`config.mk`:
```
export PLATFORM = sky130hd
export DESIGN_NAME = ring_node_arbiter
export DESIGN_NICKNAME = d
export VERILOG_FILES = /design/src/rtl/ring_node_arbiter.sv
export SDC_FILE = /design/constraint.sdc
export NUM_CORES = 1
export LEC_CHECK = 0
export CAP_MARGIN = 20
export CORE_MARGIN = 4
export CORE_UTILIZATION = 42
export DETAILED_ROUTE_END_ITERATION = 8
export GPL_TIMING_DRIVEN = 0
export PLACE_DENSITY = 0.85
export SYNTH_ARGS = -nofsm -noshare
export SYNTH_HDL_FRONTEND = slang
export SYNTH_SLANG_ARGS = --single-unit
export TNS_END_PERCENT = 10
```
`constraint.sdc`:
```
create_clock -name clk -period 3.6 [get_ports clk]
set_clock_uncertainty 0.15 [all_clocks]
set_input_delay 1.08 -clock clk [delete_from_list [all_inputs] [get_ports clk]]
set_output_delay 1.08 -clock clk [all_outputs]
set_load 0.01 [all_outputs]
```
`src/rtl/ring_node_arbiter.sv`:
```
// Per-node slot arbiter for the slotted unidirectional ring: ejects, forwards or
// replaces the arriving slot, and throttles upstream when local injection starves.
module ring_node_arbiter #(
   parameter int  NUM_PROC     = 8,
   parameter int  NODE_ID      = 0,
   parameter int  STARVE_LIMIT = 4,
   parameter int  PID_W        = 32,
   localparam int ID_W         = (NUM_PROC > 1) ? $clog2(NUM_PROC) : 1
) (
   input  logic             clk,
   input  logic             rst_l,
   input  logic             ring_in_valid,
   input  logic [ID_W-1:0]  ring_in_dest,
   input  logic [PID_W-1:0] ring_in_pid,
   input  logic             inj_valid,
   input  logic [ID_W-1:0]  inj_dest,
   input  logic [PID_W-1:0] inj_pid,
   output logic             inj_pop,
   input  logic             throttle_in,
   output logic             ring_out_valid,
   output logic [ID_W-1:0]  ring_out_dest,
   output logic [PID_W-1:0] ring_out_pid,
   output logic             throttle_out,
   output logic             recieved,
   output logic [PID_W-1:0] pidRecieved,
   output logic [15:0]      starve_cnt,
   output logic [1:0]       o_dbg_state
);

   localparam logic [1:0] S_IDLE    = 2'd0;
   localparam logic [1:0] S_WAIT    = 2'd1;
   localparam logic [1:0] S_STARVED = 2'd2;

   localparam int              CNT_W = $clog2(STARVE_LIMIT + 1);
   localparam logic [CNT_W-1:0] LIM_C = CNT_W'(STARVE_LIMIT);
   localparam logic [ID_W-1:0]  MY_ID = ID_W'(NODE_ID);

   logic [1:0]       r_state;
   logic [CNT_W-1:0] r_blk_cnt;
   logic             r_throttle;
   logic [15:0]      r_starve_cnt;
   logic             r_out_valid;
   logic [ID_W-1:0]  r_out_dest;
   logic [PID_W-1:0] r_out_pid;
   logic             r_rcv;
   logic [PID_W-1:0] r_pidr;

   logic             w_eject;
   logic             w_slot_free;
   logic             w_loop;
   logic             w_inj_ok;
   logic [1:0]       w_state_nxt;
   logic [CNT_W-1:0] w_blk_nxt;

   // Injection handshake: the FIFO head is consumed in exactly the cycles where
   // inj_pop is high; inj_pop only rises with inj_valid and is held low in reset.
   assign w_eject     = ring_in_valid && (ring_in_dest == MY_ID);
   assign w_slot_free = !ring_in_valid || w_eject;
   assign w_loop      = (inj_dest == MY_ID);
   // A loopback packet cannot share the delivery port with an ejecting slot.
   assign w_inj_ok    = inj_valid && w_slot_free && !throttle_in && !(w_loop && w_eject);
   assign inj_pop     = rst_l && w_inj_ok;

   always_comb begin
      w_state_nxt = r_state;
      w_blk_nxt   = r_blk_cnt;
      if (w_inj_ok || !inj_valid) begin
         w_state_nxt = S_IDLE;
         w_blk_nxt   = '0;
      end else begin
         if (r_blk_cnt != LIM_C) begin
            w_blk_nxt = r_blk_cnt + CNT_W'(1);
         end
         w_state_nxt = (w_blk_nxt == LIM_C) ? S_STARVED : S_WAIT;
      end
   end

   always_ff @(posedge clk) begin
      if (!rst_l) begin
         r_state      <= S_IDLE;
         r_blk_cnt    <= '0;
         r_throttle   <= 1'b0;
         r_starve_cnt <= 16'd0;
         r_out_valid  <= 1'b0;
         r_out_dest   <= '0;
         r_out_pid    <= '0;
         r_rcv        <= 1'b0;
         r_pidr       <= '0;
      end else begin
         r_state    <= w_state_nxt;
         r_blk_cnt  <= w_blk_nxt;
         r_throttle <= (w_state_nxt == S_STARVED);
         if ((r_state == S_STARVED) && (r_starve_cnt != 16'hFFFF)) begin
            r_starve_cnt <= r_starve_cnt + 16'd1;
         end
         if (w_inj_ok && !w_loop) begin
            r_out_valid <= 1'b1;
            r_out_dest  <= inj_dest;
            r_out_pid   <= inj_pid;
         end else if (ring_in_valid && !w_eject) begin
            r_out_valid <= 1'b1;
            r_out_dest  <= ring_in_dest;
            r_out_pid   <= ring_in_pid;
         end else begin
            r_out_valid <= 1'b0;
            r_out_dest  <= '0;
            r_out_pid   <= '0;
         end
         r_rcv <= w_eject || (w_inj_ok && w_loop);
         if (w_eject) begin
            r_pidr <= ring_in_pid;
         end else if (w_inj_ok && w_loop) begin
            r_pidr <= inj_pid;
         end
      end
   end

   assign ring_out_valid = r_out_valid;
   assign ring_out_dest  = r_out_dest;
   assign ring_out_pid   = r_out_pid;
   assign throttle_out   = r_throttle;
   assign recieved       = r_rcv;
   assign pidRecieved    = r_pidr;
   assign starve_cnt     = r_starve_cnt;
   assign o_dbg_state    = r_state;

endmodule

```
==> summary.md <==
| Metric | Value |
|---|---|
| Pwr/cell area | `391.6 mW/mm2` |
| Worst path required time | `2.37 ns` |
| Number of synthesized register bits | `90` |
| WL per Instance | `16.91 um` |
| Post-route DRC | `0` |
| Die Y-Extent | `100.9 um` |
| Clk_lat worst skew | `0.34 ns` |
| Initial core utilization | `0.4368` |
| CTS Root Cell | `clkbuf_8` |
| Startpoint Class | `input port` |
| Number of buffers created by CTS | `9` |
| Depth of the CTS H-tree | `3` |
| RSZ-0062 raised after global routing | `false` |
| WL final | `12.04 mm` |
| Yosys warnings | `0` |
| Final min period | `3.528 ns` |
| Initial antenna violation count | `0` |
| Final ANT Viol Nets | `0` |
| Final core occ | `0.6836` |
| Via density | `5.510` |
| Final period utilization | `0.9801` |
| Hold_buf cts | `0` |
| Mean Syn Cell Area | `8.509 um2` |
| Vias | `3923` |
| First-pass GRT wire length | `18.50 mm` |
| Sink Count | `90` |
| WP data arrival | `2.30 ns` |
| Post-layout nets | `679` |
| Status | `finished clean` |
| Overall Global Routing Usage | `0.2289` |
| Seq/Total Area, Yosys | `0.4971` |
| Mapped Nets | `504` |
| Area delta synth->final | `56.51%` |
| Post-DP Area | `0.005388 mm2` |
| Critical Path Sink | `inj_pop` |
| CTS max path bufs | `2` |
| Layout cell share with drive strength beyond 1 | `0.08086` |
| Die W | `100.9 um` |
| Setup crit end kind | `primary output` |
| Worst-margin pin slew | `0.6444 ns` |
| Final setup viols | `0` |
| PortBufs | `163` |
| GRT Residual Overflow | `0` |
| Pre-Repair DR Iteration Count | `5` |
| Post-synthesis cell area | `0.003625 mm2` |
| Mapped Cells | `426` |
| Die ar. | `0.01018 mm2` |
| CTS tree | `built` |
| Critical R2R Launch | `starve_cnt[8]` |
| Critical setup path kind | `input port to primary output` |
| # IOs | `164` |
| Std-Cell Core Area | `0.008299 mm2` |
| Clock transition at the registers of the reported paths | `0.09 ns` |
| Reg2reg setup slack | `1.40 ns` |
| Relative slew slack | `0.5693` |
| Worst r2r path cells | `6` |
| Placer's final routability congestion estimate | `0.8220` |
| Hpwl dp | `8.882 mm` |
| Crit Reg-Reg Endpoint | `starve_cnt[1]` |
| Final Max Slew Viols | `0` |
| Crit. Startpoint | `rst_l` |
| Number of library cell types mapped by synthesis | `45` |
| Total of max-cap violations | `0` |
| Drt initial violations | `184` |
| Rows | `33` |
| P_leak | `2.141 nW` |
| Largest net degree at the start of global routing | `15` |
| Vias in the first global route | `3694` |
| Hold Fails Final Rpt | `0` |
| Worst IR Drop VDD | `0.2366 mV` |
| Fmax | `283.4 MHz` |
| Cell area after layout | `0.005673 mm2` |
| CP Max Fanout | `8` |
| Hold Path Class | `flip-flop to flip-flop` |
-- final cells by class --
class,count,area (um2)
Clock inverter,5,100.1
Buffer,31,152.6
Sequential cell,90,1802
Multi-Input combinational cell,298,1677
Antenna cell,1,2.502
Timing Repair Buffer,165,1634
Clock buffer,11,151.4
Inverter,6,22.52
Tap cell,105,131.4
Fill cell,668,2626
-- synthesized netlist by cell type, drive strengths merged --
cell type / count / area (um2)
o41ai: 1 / 16.27
o31ai: 6 / 45.04
ha: 3 / 37.54
and2b: 1 / 8.760
o2111ai: 1 / 8.760
or4b: 1 / 10.01
a22oi: 35 / 262.8
or3: 9 / 58.80
nand3: 5 / 30.03
nor4b: 1 / 15.01
or4: 6 / 48.80
a211oi: 1 / 7.510
nand2b: 1 / 6.260
a21oi: 15 / 75.07
o21a: 1 / 7.510
nand4: 5 / 37.53
clkinv: 1 / 3.750
mux2i: 1 / 10.01
nand2: 72 / 270.3
dfxtp: 90 / 1802
o21bai: 1 / 7.510
o31a: 1 / 8.760
nor2b: 2 / 12.51
clkbuf: 19 / 71.32
buf: 13 / 85.08
o21ai: 42 / 210.2
nor3b: 2 / 15.01
inv: 5 / 18.77
nor2: 44 / 165.2
and2: 1 / 6.260
and3: 1 / 6.260
xor2: 2 / 17.52
nor3: 2 / 15.01
a31oi: 32 / 200.2
nand3b: 1 / 7.510
and4: 1 / 10.01
or2: 1 / 6.260
-- per-layer routing --
| metal | up-vias | share of wire | global-route usage |
|---|---|---|---|
| met1 | 1833 | 0.38 | 0.2758 |
| met2 | 198 | 0.49 | 0.3939 |
| met3 | 15 | 0.12 | 0.08235 |
| li1 | 1877 | - | - |
| met5 | - | 0 | 0 |
| met4 | 0 | 0.010 | 0.04601 |
-- kinds of logic after synthesis --
| family | count (synthesis) | synth area share |
|---|---|---|
| DFF | 90 | 0.4971 |
| buffers and inverters | 38 | 0.04936 |
| muxes | 1 | 0.002762 |
| xor gates and xnor gates | 2 | 0.004833 |
| and+or+nand+nor | 156 | 0.2012 |
| adders and majority gates | 3 | 0.01036 |
| AOI/OAI and AO/OA | 136 | 0.2344 |
-- registers in the layout, summed over array words and instances, names as in the netlist --
signal / flops
r_blk_cnt: 3
ring_out_valid: 1
recieved: 1
starve_cnt: 16
pidRecieved: 32
ring_out_dest: 3
ring_out_pid: 32
o_dbg_state: 2
-- critical path: stages --
cell             delay [ns]
clkdlybuf4s50_1        0.67
nand2_1                0.14
a211oi_2               0.24
buf_2                  0.17
-- what timing repair did --
action,CTS,global route
pin swaps,3,2
endpoints found under the hold margin,0,0
endpoints found under the setup margin,1,1
buffers inserted,2,0
resized for setup,16,9
-- cell usage in the layout, fill, tap and decap left out, types with 9 or more instances in the layout --
cell type,n
clkbuf_1,18
a22oi_1,35
dfxtp_1,90
a21oi_1,15
nor2_1,44
a31oi_1,32
clkbuf_8,11
buf_2,9
clkdlybuf4s50_1,153
nand2_1,72
o21ai_0,39
-- power breakdown --
part | total, mW | internal, mW | switching, mW
registers | 1.05 | 1.03 | 0.0155
clock network | 0.848 | 0.497 | 0.351
logic | 0.324 | 0.178 | 0.146
total | 2.22 | 1.71 | 0.513
-- through the flow --
stage / setup WS [ns] / total power, mW / hold slack (ns) / instances / TNS [ns]
final: 0.07175 / 2.222 / 0.3694 / 712 / 0
after global placement: -1.323 / 1.386 / 0.3359 / 694 / -1.323
after CTS: 0.0001554 / 2.230 / 0.3642 / 711 / 0
after detailed placement: -1.313 / 1.393 / 0.3530 / 694 / -1.313
after floorplan: 0.06563 / 1.186 / 0.3585 / 426 / 0
after global routing: 0.02244 / 2.305 / 0.3956 / 711 / 0
-- worst min-delay path by stage --
stage / slack [ns] / end / depth (start not counted) / start
2_1_floorplan: 0.36 / starve_cnt[15] / 2 / starve_cnt[15]
3_3_place_gp: 0.34 / starve_cnt[15] / 2 / starve_cnt[15]
3_5_place_dp: 0.35 / starve_cnt[15] / 2 / starve_cnt[15]
4_1_cts: 0.36 / starve_cnt[15] / 2 / starve_cnt[15]
5_1_grt: 0.40 / starve_cnt[15] / 2 / starve_cnt[15]
6_report: 0.37 / starve_cnt[15] / 2 / starve_cnt[15]
No activity file was read; power rests on OpenSTA's default activity.
